`src/rtl/multichannel_filter_if.sv`:
```
// multichannel_filter_if: raw inputs and filtered levels/events shared between the pin side and downstream logic
interface multichannel_filter_if #(
    parameter int CHANNELS = 4
);
    logic [CHANNELS-1:0] sig_in;
    logic                bypass_in;
    logic [CHANNELS-1:0] sig_out;
    logic [CHANNELS-1:0] rise_out;
    logic [CHANNELS-1:0] fall_out;
    logic [CHANNELS-1:0] glitch_out;

    modport master (
        output sig_in, bypass_in,
        input  sig_out, rise_out, fall_out, glitch_out
    );

    modport slave (
        input  sig_in, bypass_in,
        output sig_out, rise_out, fall_out, glitch_out
    );
endinterface

```
`src/rtl/multichannel_filter.sv`:
```
// multichannel_filter: per-channel synchroniser plus rise/fall qualification filter with edge and glitch pulses
module multichannel_filter #(
    parameter int                  CHANNELS    = 4,
    parameter int                  RISE_LEN    = 100,
    parameter int                  FALL_LEN    = 100,
    parameter int                  CNT_WIDTH   = 16,
    parameter int                  SYNC_STAGES = 2,
    parameter logic [CHANNELS-1:0] RESET_VALUE = '0
) (
    input logic                  clk_50mhz_in,
    input logic                  reset_in,
    multichannel_filter_if.slave bus
);
    localparam logic [CNT_WIDTH-1:0] RISE_LAST = CNT_WIDTH'(RISE_LEN - 1);
    localparam logic [CNT_WIDTH-1:0] FALL_LAST = CNT_WIDTH'(FALL_LEN - 1);

    logic [CHANNELS-1:0]  sync_q [SYNC_STAGES];
    logic [CNT_WIDTH-1:0] cnt_q  [CHANNELS];
    logic [CNT_WIDTH-1:0] cnt_d  [CHANNELS];
    logic [CHANNELS-1:0]  s, differ, fire;
    logic [CHANNELS-1:0]  out_q, out_d;
    logic [CHANNELS-1:0]  rise_q, rise_d, fall_q, fall_d, glitch_q, glitch_d;

    assign s = sync_q[SYNC_STAGES-1];

    // fire means sig_out takes s this edge; in bypass that is any difference at all
    always_comb begin
        differ   = s ^ out_q;
        fire     = '0;
        glitch_d = '0;
        for (int c = 0; c < CHANNELS; c++) begin
            fire[c]     = differ[c] && (bus.bypass_in || cnt_q[c] == (out_q[c] ? FALL_LAST : RISE_LAST));
            cnt_d[c]    = (bus.bypass_in || !differ[c] || fire[c]) ? '0 : cnt_q[c] + 1'b1;
            glitch_d[c] = !bus.bypass_in && !differ[c] && cnt_q[c] != '0;
        end
        out_d  = out_q ^ fire;
        rise_d = fire & s;
        fall_d = fire & ~s;
    end

    always_ff @(posedge clk_50mhz_in) begin
        if (reset_in) begin
            for (int i = 0; i < SYNC_STAGES; i++) sync_q[i] <= RESET_VALUE;
            for (int c = 0; c < CHANNELS; c++) cnt_q[c] <= '0;
            out_q    <= RESET_VALUE;
            rise_q   <= '0;
            fall_q   <= '0;
            glitch_q <= '0;
        end else begin
            sync_q[0] <= bus.sig_in;
            for (int i = 1; i < SYNC_STAGES; i++) sync_q[i] <= sync_q[i-1];
            for (int c = 0; c < CHANNELS; c++) cnt_q[c] <= cnt_d[c];
            out_q    <= out_d;
            rise_q   <= rise_d;
            fall_q   <= fall_d;
            glitch_q <= glitch_d;
        end
    end

    assign bus.sig_out    = out_q;
    assign bus.rise_out   = rise_q;
    assign bus.fall_out   = fall_q;
    assign bus.glitch_out = glitch_q;
endmodule

```
`src/flat_wrapper.sv`:
```
// flat-port wrapper written by rule: the top's interface ports become plain ports
module multichannel_filter_flat 
#(
    parameter int                  CHANNELS    = 4,
    parameter int                  RISE_LEN    = 100,
    parameter int                  FALL_LEN    = 100,
    parameter int                  CNT_WIDTH   = 16,
    parameter int                  SYNC_STAGES = 2,
    parameter logic [CHANNELS-1:0] RESET_VALUE = '0
)
  (clk_50mhz_in, reset_in, bus_sig_in, bus_bypass_in, bus_sig_out, bus_rise_out, bus_fall_out, bus_glitch_out);
  multichannel_filter_if #(.CHANNELS(CHANNELS)) bus_i ();
  input logic clk_50mhz_in;
  input logic reset_in;
  input wire logic [$bits(bus_i.sig_in)-1:0] bus_sig_in;
  input wire logic [$bits(bus_i.bypass_in)-1:0] bus_bypass_in;
  output wire logic [$bits(bus_i.sig_out)-1:0] bus_sig_out;
  output wire logic [$bits(bus_i.rise_out)-1:0] bus_rise_out;
  output wire logic [$bits(bus_i.fall_out)-1:0] bus_fall_out;
  output wire logic [$bits(bus_i.glitch_out)-1:0] bus_glitch_out;
  assign bus_i.sig_in = bus_sig_in;
  assign bus_i.bypass_in = bus_bypass_in;
  assign bus_sig_out = bus_i.sig_out;
  assign bus_rise_out = bus_i.rise_out;
  assign bus_fall_out = bus_i.fall_out;
  assign bus_glitch_out = bus_i.glitch_out;
  multichannel_filter #(.CHANNELS(CHANNELS), .RISE_LEN(RISE_LEN), .FALL_LEN(FALL_LEN), .CNT_WIDTH(CNT_WIDTH), .SYNC_STAGES(SYNC_STAGES), .RESET_VALUE(RESET_VALUE)) u_core (.clk_50mhz_in(clk_50mhz_in), .reset_in(reset_in), .bus(bus_i));
endmodule
```
`config.mk`:
```
export PLATFORM = sky130hd
export DESIGN_NAME = multichannel_filter_flat
export DESIGN_NICKNAME = d
export VERILOG_FILES = /design/src/rtl/multichannel_filter_if.sv /design/src/rtl/multichannel_filter.sv /design/src/flat_wrapper.sv
export SDC_FILE = /design/constraint.sdc
export NUM_CORES = 1
export LEC_CHECK = 0
export ABC_AREA = 1
export CAP_MARGIN = 25
export CORE_MARGIN = 8
export CORE_UTILIZATION = 64
export DETAILED_ROUTE_END_ITERATION = 8
export PLACE_DENSITY = 0.83
export SKIP_CTS_REPAIR_TIMING = 1
export SLEW_MARGIN = 25
export SYNTH_ARGS = -nofsm -noshare
export SYNTH_HDL_FRONTEND = slang
export SYNTH_SLANG_ARGS = --single-unit
export TNS_END_PERCENT = 100
```
`constraint.sdc`:
```
create_clock -name clk_50mhz_in -period 3.3 [get_ports clk_50mhz_in]
set_clock_uncertainty 0.1 [all_clocks]
set_input_delay 0.66 -clock clk_50mhz_in [delete_from_list [all_inputs] [get_ports clk_50mhz_in]]
set_output_delay 0.66 -clock clk_50mhz_in [all_outputs]
set_load 0.03 [all_outputs]
```
Yosys cells after proc, flatten, opt, wreduce, memory -nomap -nowiden
Memories as Yosys holds them, arrays and structs flattened.
Cells that the tools add are included.
Storage, ports and cells
  register bits: 16
  RAM bits: 72
  bits of input ports: 7
  output and inout port bits: 16
  memories kept: 2
Cells by class
  add/subtract/negate cells: 4
  eq/ne operators: 4
  mux-type cells: 13
  bitwise logic cells: 11
  reductions and logical operators: 33
Memory list
  u_core.cnt_q: depth 4, width 16, rd ports 4, clocked after memory_dff 0, wr ports 4, line multichannel_filter.sv:18  | logic [CNT_WIDTH-1:0] cnt_q [CHANNELS];
  u_core.sync_q: depth 2, width 4, rd ports 2, clocked after memory_dff 0, wr ports 2, line multichannel_filter.sv:17  | logic [CHANNELS-1:0] sync_q [SYNC_STAGES];
Operator list (number)
  2-to-1 mux 16 bit: 8
  adder 16 x 1 -> 16 bit, second input constant: 4
  == test 16 x 7 -> 1 bit, second input constant: 4
  nonzero test 16 bit: 4
  logical AND 1 bit: 12
  logical OR 1 bit: 12
  AND 4 bit: 2
  2-to-1 mux 4 bit: 2
  bitwise XOR 4 bit: 2
  bitwise OR 1 bit: 6
  zero test 1 bit: 5
  inverter 4 bit: 1
  2-to-1 mux 1 bit: 3

Depth between registers and ports, before layout
Gate-level depths: netlist of the first run.
  depth in word-level cells: 6
  gate-level depth with buffers: 8
  depth with buffers taken out: 8

Worst setup path after synthesis of the first run
OpenSTA, ideal clock, no wires.
  kind: input port to flip-flop
  start: input bus_bypass_in
  end: memory u_core.cnt_q[3][14]
  arrival time: 1.321 ns
  setup slack: 1.809 ns
  cell stages on the path: 5
  cell sequence: nor2_4 > a21boi_2 > nand2_2 > buf_6 > a21oi_1
RTL lines
  start: declaration: line flat_wrapper.sv:16  | input wire logic [$bits(bus_i.bypass_in)-1:0] bus_bypass_in;
  end: declaration: line multichannel_filter.sv:18

==> metrics.md, run 1 <==
| Metric | Value |
|---|---|
| H-tree depth | `3` |
| Commonest non-fill, non-tap cells in the layout | `nor2_1 (134), nand2_1 (120), dfxtp_1 (88)` |
| Synthesized area per cell | `7.10 sq um` |
| Vias/cell | `5.19` |
| Total core area | `6280 sq um` |
| Routed WL | `8130 um` |
| Syn Inst Count | `roughly 580` |
| Hold slack | `309 ps` |
| Placed Area | `4350 sq um` |
| Sequential power share | `52.8%` |
| Ratio of cells with drive above 1 in the final layout | `~5.8%` |
| First-pass iteration count of the detailed router | `6` |
| Fillers | `519` |
| Max incr delay on CP | `700 ps` |
| Vias | `3,552` |
| Clock power share | `a little over two fifths` |
| Clk_lat worst skew | `350 ps` |
| WP data arrival | `1460 ps` |
| CP Launch Type | `flop` |
| Area grow syn2layout | `12.6%` |
| Most common cell after layout, fill and taps aside | `nor2_1` |
| Initial Util | `approximately two thirds` |
| Drt wl/cell | `around 12 um` |
| Register area share after synthesis | `43.1%` |
| Initial drt markers | `125` |
| Clock buffer depth | `2` |
| CP cell instances | `clkdlybuf4s50_1` |
| Setup CP Type | `reg -> out` |
| Die Span X | `95.9 um` |
| Final Hold Viols | `0` |
| Port Buffers | `22` |
| Initial antenna violation count | `0` |
| Site row count | `29` |
| N_diodes | `0` |
| Largest net degree at the start of global routing | `17` |
| Post-route ant nets | `0` |
| CTS Buf Count | `9` |
| Outcome | `finished clean` |
| Cell area after layout | `4600 sq um` |
| Setup ws final | `approximately 1100 ps` |
| Relative slew slack | `roughly 62%` |
| # setup viols final | `0` |
| Buffers plus inverters on the worst setup path | `1` |
| I/O pins | `23` |
| Nets | `about 620` |
| Required @ worst endpoint | `2540 ps` |
| Cell variety after synth | `29` |
| Crit share post-route | `about two thirds` |
| GRT Util Overall | `19.5%` |
| Setup_tns | `0 ps` |
| Final core utilization | `between 70% and 80%` |
| Yosys Warn Count | `0` |
| Maximum VDD drop | `0.301 mV` |
| Power, Total | `2.04 mW` |
| Mapped Nets | `590` |
| LEAKAGE | `1.60 nW` |
| Endpoint class of the critical path | `output pin` |
| Grt ovf | `0` |
| Clock tree sinks | `88` |
| PD cells | `444 nW/um^2` |
| Hold WC Path Type | `reg -> reg` |
| Max-slew violations | `0` |
| Pint | `1.62 mW` |
| MaxCap Viol Count | `0` |
| Non-filler instance count after layout | `684` |
| Die Y | `95.9 um` |
| HPWL Detailed | `5870 um` |
| Clk pin slew, worst setup/hold paths | `80 ps` |
| F_max | `450 MHz` |
| Switching share of power | `20.6%` |
| Seq cells post-synth | `88` |
| Die area | `~9200 sq um` |
| Switching pwr | `approximately 0.42 mW` |
| CTS tree | `yes` |
| Crit-path max FO | `3` |
| DRC Markers | `0` |
| Vias in the first global route | `3,467` |
| Slowest-stage cell, CP | `clkdlybuf4s50_1` |
| Largest delay share family, worst path | `buffers and inverters` |
| Gpl congestion | `0.855` |
| Period minus WS final | `2220 ps` |
| First-pass GRT wire length | `14,400 um` |
| Root Driver | `clkbuf_8` |
| Placed insts | `668` |
| Synth Cell Area | `4080 sq um` |
| Worst slew pin tran | `between 500 and 600 ps` |
| Worst slack, placed | `745 ps` |
| RSZ-0062 raised after global routing | `false` |
| Combinational Power Share | `under 10%` |
power groups by stage:
stage               Combinational [mW]  Clock (mW)  Sequential (mW)
floorplan                       0.0358           0             1.11
global placement                0.0646           0             1.10
detailed placement              0.0669           0             1.10
CTS                             0.0674       0.914             1.08
global route                    0.0740       0.964             1.08
finish                          0.0666       0.898             1.08
per-layer routing:
metal	share of wire, %	track usage, %
met4	1.9	9.09
met3	3.9	3.82
met2	50	34.8
met5	0	0
met1	45	21.8
cell usage after synthesis:
| library cell | count | area [sq um] |
|---|---|---|
| dfxtp_1 | 88 | 1760 |
| nor3b_1 | 4 | 30.0 |
| o21bai_1 | 1 | 7.51 |
| nor2_4 | 3 | 33.8 |
| inv_2 | 1 | 3.75 |
| xnor2_1 | 8 | 70.1 |
| nand4_1 | 10 | 62.6 |
| nand2_2 | 3 | 18.8 |
| nand3b_1 | 3 | 22.5 |
| clkbuf_1 | 2 | 7.51 |
| nand2_1 | 120 | 450 |
| a41oi_1 | 1 | 8.76 |
| xor2_1 | 16 | 140 |
| o21ai_0 | 8 | 40.0 |
| buf_4 | 1 | 7.51 |
| nor3_1 | 8 | 40.0 |
| inv_1 | 67 | 251 |
| nor3_4 | 1 | 16.3 |
| or2_2 | 3 | 18.8 |
| ha_1 | 8 | 100 |
| nand3_1 | 35 | 175 |
| nor2_2 | 2 | 12.5 |
| or2_0 | 4 | 25.0 |
| or2_1 | 1 | 6.26 |
| a21boi_2 | 1 | 11.3 |
| buf_6 | 3 | 33.8 |
| nand3_2 | 6 | 60.1 |
| a21oi_1 | 33 | 165 |
| nor2_1 | 134 | 503 |
logic make-up after synthesis:
| family | Yosys count | synth area share, % |
|---|---|---|
| compound gates | 44 | 5.70 |
| xor+xnor | 24 | 5.15 |
| fa+ha+maj | 8 | 2.45 |
| buf+inv | 74 | 7.44 |
| flops | 88 | 43.1 |
| simple gates | 337 | 36.1 |
final cells by class:
cell class / count / area [sq um] / area share [%]
multi-input combinational: 413 / 2020 / 43.9
sequential: 88 / 1760 / 38.3
inverter: 68 / 255 / 5.55
timing repair buffer: 22 / 220 / 4.79
clock buffer: 11 / 141 / 3.08
clock inverter: 5 / 104 / 2.26
tap: 77 / 96.3 / 2.10
final timing paths:
| check | from | to | slack [ps] | depth (start not counted) |
|---|---|---|---|---|
| setup / recovery | flop | bus_sig_out[0] | 1080 | 1 |
| hold / removal | u_core.sync_q[0][3]$_SDFF_PP0_ | u_core.sync_q[0][7]$_SDFF_PP0_ | 310 | 2 |
| setup reg to reg | u_core.cnt_q[3][0]$_SDFF_PP0_ | u_core.cnt_q[3][10]$_SDFF_PP0_ | 1630 | 7 |
| hold reg to reg | u_core.sync_q[0][3]$_SDFF_PP0_ | u_core.sync_q[0][7]$_SDFF_PP0_ | 310 | 2 |
sequential cells by signal, indices dropped and copies added, names as in the netlist, named ones only:
name	cells
u_core.bus.glitch_out	4
u_core.bus.rise_out	4
u_core.cnt_q	64
u_core.sync_q	8
u_core.bus.fall_out	4
No activity file was read; power rests on OpenSTA's default activity.
==> run 2, diff against run 1 <==
CORE_UTILIZATION = 53   (was 64)
PLACE_DENSITY = 0.73   (was 0.83)
clock period = 2 ns   (was 3.3 ns; I/O delays follow)
==> metrics.md, run 2 (synthesis results as in run 1) <==
| Metric | Value |
|---|---|
| Hold path startpoint | `u_core.sync_q[0][3]$_SDFF_PP0_` |
| Endpoint class of the critical path | `output pin` |
| Most common cell after layout, fill and taps aside | `nor2_1` |
| Port Buffers | `22` |
| Ratio of cells with drive above 1 in the final layout | `6.39%` |
| WP data arrival | `1440 ps` |
| DRC Markers | `0` |
| Crit share post-route | `96.8%` |
| Die area | `10,800 sq um` |
| Biggest regs | `u_core.cnt_q: 64 flops, u_core.sync_q: 8 flops` |
| Fillers | `719` |
| Clock buffer depth | `2` |
| Non-filler instance count after layout | `712` |
| Area grow syn2layout | `13.8%` |
| I/O pins | `23` |
| RSZ-0062 raised after global routing | `false` |
| RR Startpoint | `u_core.cnt_q[2][0]$_SDFF_PP0_` |
| Post-route ant nets | `0` |
| Outcome | `finished clean` |
| Grt ovf | `0` |
| LEAKAGE | `1.65 nW` |
| First-pass GRT wire length | `~14,000 um` |
| Gpl congestion | `about 0.86` |
| Die Span X | `104 um` |
| Routed WL | `7810 um` |
| Clock tree sinks | `88` |
| Max-slew violations | `0` |
| Total core area | `7610 sq um` |
| Clk pin slew, worst setup/hold paths | `80 ps` |
| Period minus WS final | `1940 ps` |
| Initial Util | `between 50% and 60%` |
| Nets | `622` |
| Commonest non-fill, non-tap cells in the layout | `nor2_1 (134), nand2_1 (120), dfxtp_1 (88)` |
| Worst slew pin tran | `approximately 440 ps` |
| Max incr delay on CP | `700 ps` |
| Site row count | `32` |
| # setup viols final | `0` |
| Die Y | `104 um` |
| Reg with most FFs | `u_core.cnt_q` |
| Drt wl/cell | `11.0 um` |
| Maximum VDD drop | `0.367 mV` |
| Vias/cell | `4.91` |
| Hold slack | `about 300 ps` |
| Largest net degree at the start of global routing | `17` |
| Clk_lat worst skew | `350 ps` |
| PD cells | `690 nW/um^2` |
| Initial drt markers | `118` |
| Initial antenna violation count | `0` |
| Hold WC Path Type | `reg -> reg` |
| Slowest-stage cell, CP | `clkdlybuf4s50_1` |
| MaxCap Viol Count | `0` |
| Setup_tns | `0 ps` |
| CTS tree | `yes` |
| Final Hold Viols | `0` |
| Largest delay share family, worst path | `buffers and inverters` |
| HPWL Detailed | `5810 um` |
| F_max | `516 MHz` |
| Crit-path max FO | `3` |
| Relative slew slack | `70.1%` |
| CTS Buf Count | `9` |
| Root Driver | `clkbuf_8` |
| H-tree depth | `3` |
| Buffers plus inverters on the worst setup path | `1` |
| Setup CP Type | `reg -> out` |
| Vias in the first global route | `3,341` |
| Max reg flops | `64` |
| CP cell instances | `clkdlybuf4s50_1` |
| Vias | `3,496` |
| First-pass iteration count of the detailed router | `4` |
| Placed insts | `between 600 and 700` |
| CP Launch Type | `flop` |
| Required @ worst endpoint | `1500 ps` |
| GRT Util Overall | `15.2%` |
| N_diodes | `0` |
==> run 2: metal layers <==
| metal | wire length [um] | share of wire, % | GRT usage [%] | vias to the layer above |
|---|---|---|---|---|
| met5 | 0 | 0 | 0 | - |
| met4 | 115 | 1.5 | 6.62 | 0 |
| met3 | 309 | 4.0 | 3.97 | 10 |
| met2 | 3640 | 47 | 25.7 | 59 |
| met1 | 3750 | 48 | 17.6 | 1566 |
| li1 | - | - | - | 1861 |
==> run 2: worst paths after layout <==
kind | end | slack [ps] | depth (start not counted)
setup / recovery | bus_sig_out[2] | 60 | 1
hold / removal | u_core.sync_q[0][7]$_SDFF_PP0_ | 300 | 2
setup reg to reg | u_core.cnt_q[2][2]$_SDFF_PP0_ | 410 | 6
hold reg to reg | u_core.sync_q[0][7]$_SDFF_PP0_ | 300 | 2
==> run 2: power breakdown <==
group	total [mW]	switching (mW)	internal (mW)
logic	0.115	0.0670	0.0480
clock network	1.31	0.590	0.720
registers	1.78	0.0122	1.77
total	3.20	0.669	2.54
==> run 2: area by class of cell <==
type / count / area, sq um / area share (%)
Clock buffer: 10 / 138 / 2.96
Clock inverter: 4 / 70.1 / 1.51
Inverter: 68 / 255 / 5.49
Multi-Input combinational cell: 413 / 2020 / 43.4
Sequential cell: 88 / 1760 / 37.9
Tap cell: 102 / 128 / 2.75
Timing Repair Buffer: 27 / 275 / 5.93
==> run 2: per-stage QoR <==
step	utilization [%]	area [sq um]	total power, mW	setup WS (ps)
2_1_floorplan	-	4080	1.89	616
3_3_place_gp	58.3	4430	1.93	93.6
3_5_place_dp	58.3	4430	1.94	-28.9
4_1_cts	61.0	4640	3.24	25.3
5_1_grt	61.1	4650	3.33	3.65
6_report	61.1	4650	3.20	63.7
==> run 2: worst reg2reg max path, stage by stage, from the launching register on <==
cell	delay, ps
dfxtp_1	350
ha_1	250
nand2_1	80
nor2_1	40
nand2_1	120
nand3_2	310
nor3_1	260
==> RTL edit 1 (config.mk and constraints of run 2) <==
`RISE_LEN` is set to 100 in 2 places; all go to 75.
--- a/src/rtl/multichannel_filter.sv
+++ b/src/rtl/multichannel_filter.sv
@@ -1,7 +1,7 @@
 // multichannel_filter: per-channel synchroniser plus rise/fall qualification filter with edge and glitch pulses
 module multichannel_filter #(
     parameter int                  CHANNELS    = 4,
-    parameter int                  RISE_LEN    = 100,
+    parameter int                  RISE_LEN    = 75,
     parameter int                  FALL_LEN    = 100,
     parameter int                  CNT_WIDTH   = 16,
     parameter int                  SYNC_STAGES = 2,
--- a/src/flat_wrapper.sv
+++ b/src/flat_wrapper.sv
@@ -2,7 +2,7 @@
 module multichannel_filter_flat 
 #(
     parameter int                  CHANNELS    = 4,
-    parameter int                  RISE_LEN    = 100,
+    parameter int                  RISE_LEN    = 75,
     parameter int                  FALL_LEN    = 100,
     parameter int                  CNT_WIDTH   = 16,
     parameter int                  SYNC_STAGES = 2,
Behaviour: no difference found for any inputs over 10 cycles, from zero or initial values and one cycle with reset_in high; that may be too few to reach the edited logic, so the function may still have changed.
==> RTL edit 1 against run 2 <==
First-iteration DRC count grew 30%. Design area increased by 4.3%. Non-clock buffer count shrank 2. Total power up 1.2%. Sequential cell count unchanged. Global-route usage is essentially flat. Count of clock-buffer cells in the layout is the same. Largest power group unchanged. Combinational power increased by 6%. Setup slack gained 0.058 ns. Routed wire length rose by 2.0%. Synthesized area up 5.2%.
==> RTL edit 1: results (changes against run 2) <==
metric	value	unit	change
num_vias	3522		was 3,496
grt_pass1_vias	3378		was 3,341
pwr-share-clk	41.3	%	was 40.9%
whs	0.303	ns	was 0.302 ns
reg2reg_to	u_core.cnt_q[3][10]		was u_core.cnt_q[2][2]
min-delay-start	u_core.sync_q[0][1]		was u_core.sync_q[0][3]
gp_congestion	0.841		was 0.864
fill_cells	737		was 719
worstMarginPinSlew	0.325	ns	was 0.444 ns
post_dp_cell_area	4620	um2	was 4430 um2
globalRouteMet1Util	18.2	%	was 17.6%
met3_length	237	um	was 309 um
status	complete, no violations		unchanged
wl_met2	3.78	mm	was 3.64 mm
synth.area.top_cells	dfxtp_1, nor2_1, nand2_1		unchanged
grt_pass1_wl	14.3	mm	was 13.9 mm
vdd_drop_max	0.000447	V	was 0.000367 V
p_switching	0.698	mW	was 0.669 mW
r2r-start	u_core.cnt_q[3][0]		was u_core.cnt_q[2][0]
path_delay_family	buffers and inverters		unchanged
hold_path_class	reg -> reg		unchanged
track_usage	15.2	%	about the same
pwr-share-comb	3.8	%	was 3.6%
instances_no_fill	732		was 712
layout-drive-gt1-share	8.45	%	was 6.39%
crit_arrival	1.38	ns	was 1.44 ns
dp.cells	716		was 698
fin_util	60.2	%	was 61.1%
syn-num-nets	607		was 590
r2r_cells	7		was 6
crit_path_max_incr_delay	0.68	ns	was 0.70 ns
cp_max_fo	2		was 3
leakage	1.81	nW	was 1.65 nW
pre_cts_slack	0.116	ns	was -0.0289 ns
avgSynthCellArea	7.26	um2	was 7.10 um2
yosysUniqueCellTypes	32		was 29
synth_seq_area_share	41.0	%	was 43.1%
detail_route.wirelength.met1	3.76	mm	was 3.75 mm
synth_commonest_cells	nor2_1, nand2_1, dfxtp_1		unchanged
grt_use_met3	3.93	%	was 3.97%
nets	637		was 622
reg2reg_slack	0.34	ns	was 0.41 ns
grtUsageMet2	24.7	%	was 25.7%
drtIter0Drc	153		was 118
hold_end	u_core.sync_q[0][5]		was u_core.sync_q[0][7]
drt-wirelength-per-cell	10.9	um	was 11.0 um
dpl.hpwl	5.91	mm	was 5.81 mm
-- RTL edit 1: logic make-up after synthesis --
group	after synthesis	share of synthesized area, %
flops	88	41.0
simple gates	336	36.1
fa+ha+maj	8	2.33
buf+inv	96	9.12
xor+xnor	43	8.77
compound gates	21	2.62
-- RTL edit 1: area by class of cell --
cell class,instances,share of cell area (%)
repair buffers,25,5.17
multi-input cells,408,44.2
clock buffers,10,2.84
inverters,90,6.97
flip-flops and latches,88,36.4
clock inverters,6,1.70
well taps,105,2.71
-- RTL edit 1: how the worst max path moves through the flow --
stage	from	end	slack, ns	cells past startpoint
2_1_floorplan	u_core.cnt_q[2][0]	u_core.cnt_q[2][14]	0.55	6
3_3_place_gp	reset_in	u_core.cnt_q[0][11]	0.17	5
3_5_place_dp	reset_in	u_core.cnt_q[0][15]	0.12	5
4_1_cts	flop	bus_sig_out[1]	-0.03	1
5_1_grt	flop	bus_sig_out[0]	0.06	1
6_report	flop	bus_sig_out[0]	0.12	1
==> RTL edit 2 (config.mk and constraints of run 2) <==
Without the edit above. Make the reset (`reset_in`) asynchronous in one clocked block.
--- a/src/rtl/multichannel_filter.sv
+++ b/src/rtl/multichannel_filter.sv
@@ -38,7 +38,7 @@
         fall_d = fire & ~s;
     end
 
-    always_ff @(posedge clk_50mhz_in) begin
+    always_ff @(posedge clk_50mhz_in or posedge reset_in) begin
         if (reset_in) begin
             for (int i = 0; i < SYNC_STAGES; i++) sync_q[i] <= RESET_VALUE;
             for (int c = 0; c < CHANNELS; c++) cnt_q[c] <= '0;
Check against the original RTL: differs if reset_in is asserted again (counterexample within 4 cycles, from zero or initial values and one cycle with reset_in high); with reset_in held inactive, the same outputs for 10 cycles.
==> RTL edit 2 against run 2 <==
Routed wire length increased by 11%. Setup slack improved by 0.012 ns. Maximum frequency increased by 0.60%. Design area increased by 12%. First-iteration DRC count increased by 26%. Global-route usage increased by 0.86 points. Register-to-register slack improved by 0.05 ns. Sequential cell count unchanged. Synthesized area increased by 13%. Sequential share of layout area increased by 4.5 points. Critical path type unchanged.
Power is not compared: it rests on default switching activity, and its combinational part moved more than twofold at a synthesized area within 25%.
==> RTL edit 2: results (changes against run 2) <==
metric	value	unit	change
synth.area.top_cells	dfrtp_1, nand2_1, nor2_1		was dfxtp_1, nor2_1, nand2_1
routed_wl	8.66	mm	was 7.81 mm
grt_use_met3	4.22	%	was 3.97%
top_register	u_core.cnt_q		unchanged
globalRouteMet1Util	18.3	%	was 17.6%
grt_pass1_wl	15.4	mm	was 13.9 mm
dp.cells	687		was 698
detail_route.wirelength.met1	3.78	mm	was 3.75 mm
pre_cts_slack	0.224	ns	was -0.0289 ns
min-delay-start	u_core.sync_q[5]		was u_core.sync_q[0][3]
nets	605		was 622
hold_end	u_core.s[1]		was u_core.sync_q[0][7]
worstSetupEndpoint	bus_sig_out[0]		was bus_sig_out[2]
met3_length	356	um	was 309 um
async_flop_share	100	%	was 0%
drt-wirelength-per-cell	12.3	um	was 11.0 um
min_delay_path_depth	0		was 2
r2r-start	u_core.cnt_q[0]		was u_core.cnt_q[2][0]
grt_max_degree	89		was 17
wl_met2	4.36	mm	was 3.64 mm
crit_arrival	1.42	ns	was 1.44 ns
postSynthCellCount	560		was 575
layout-drive-gt1-share	14.5	%	was 6.39%
reg2reg_slack	0.46	ns	was 0.41 ns
grtUsageMet2	28.0	%	was 25.7%
synth_ff_type	dfrtp_1		was dfxtp_1
highest_layer	met4		unchanged
status	complete, no violations		unchanged
total_power	3.49	mW	
whs	0.253	ns	was 0.302 ns
syn-num-nets	575		was 590
drtIter0Drc	149		was 118
track_usage	16.0	%	was 15.2%
reg2reg_to	u_core.cnt_q[14]		was u_core.cnt_q[2][2]
hold_path_class	reg -> reg		unchanged
post_dp_cell_area	4950	um2	was 4430 um2
num_vias	3569		was 3,496
fill_cells	762		was 719
dpl.hpwl	6.19	mm	was 5.81 mm
synth_commonest_cells	nand2_1, nor2_1, dfrtp_1		was nor2_1, nand2_1, dfxtp_1
vdd_drop_max	0.000353	V	
relSlewSlack	69.9	%	was 70.1%
clk_pin_slew	0.09	ns	
seqPwrFrac	52.7	%	
yosysUniqueCellTypes	21		was 29
post-route-period-util	96.2	%	was 96.8%
gp_congestion	0.856		was 0.864
synth_seq_area_share	47.6	%	was 43.1%
-- RTL edit 2: cell types whose count changed after synthesis, moves of 6 or more --
| cell | before | now |
|---|---|---|
| inv_1 | 67 | 55 |
| nand3_1 | 35 | 28 |
| dfrtp_1 | 0 | 88 |
| nand2_2 | 3 | 12 |
| dfxtp_1 | 88 | 0 |
| nand4_1 | 10 | 16 |
| nor2_2 | 2 | 43 |
| xor2_1 | 16 | 29 |
| a21oi_1 | 33 | 8 |
| nor3_1 | 8 | 1 |
| nor2_1 | 134 | 111 |
-- RTL edit 2: kinds of logic after synthesis --
kind of cell	share of synthesized area (%)
xor gates and xnor gates	6.81
buffers and inverters	5.76
AOI/OAI and AO/OA	2.43
and+or+nand+nor	35.2
adders and majority gates	2.16
DFF	47.6
-- RTL edit 2: final cells by class --
class                      instances  area (um2)  area share, %
sequential                        88        2200           42.5
multi-input combinational        412        2160           41.6
timing repair buffer              24         253           4.87
inverter                          55         210           4.05
clock buffer                      10         138           2.65
tap                              108         135           2.61
clock inverter                     6        90.1           1.74
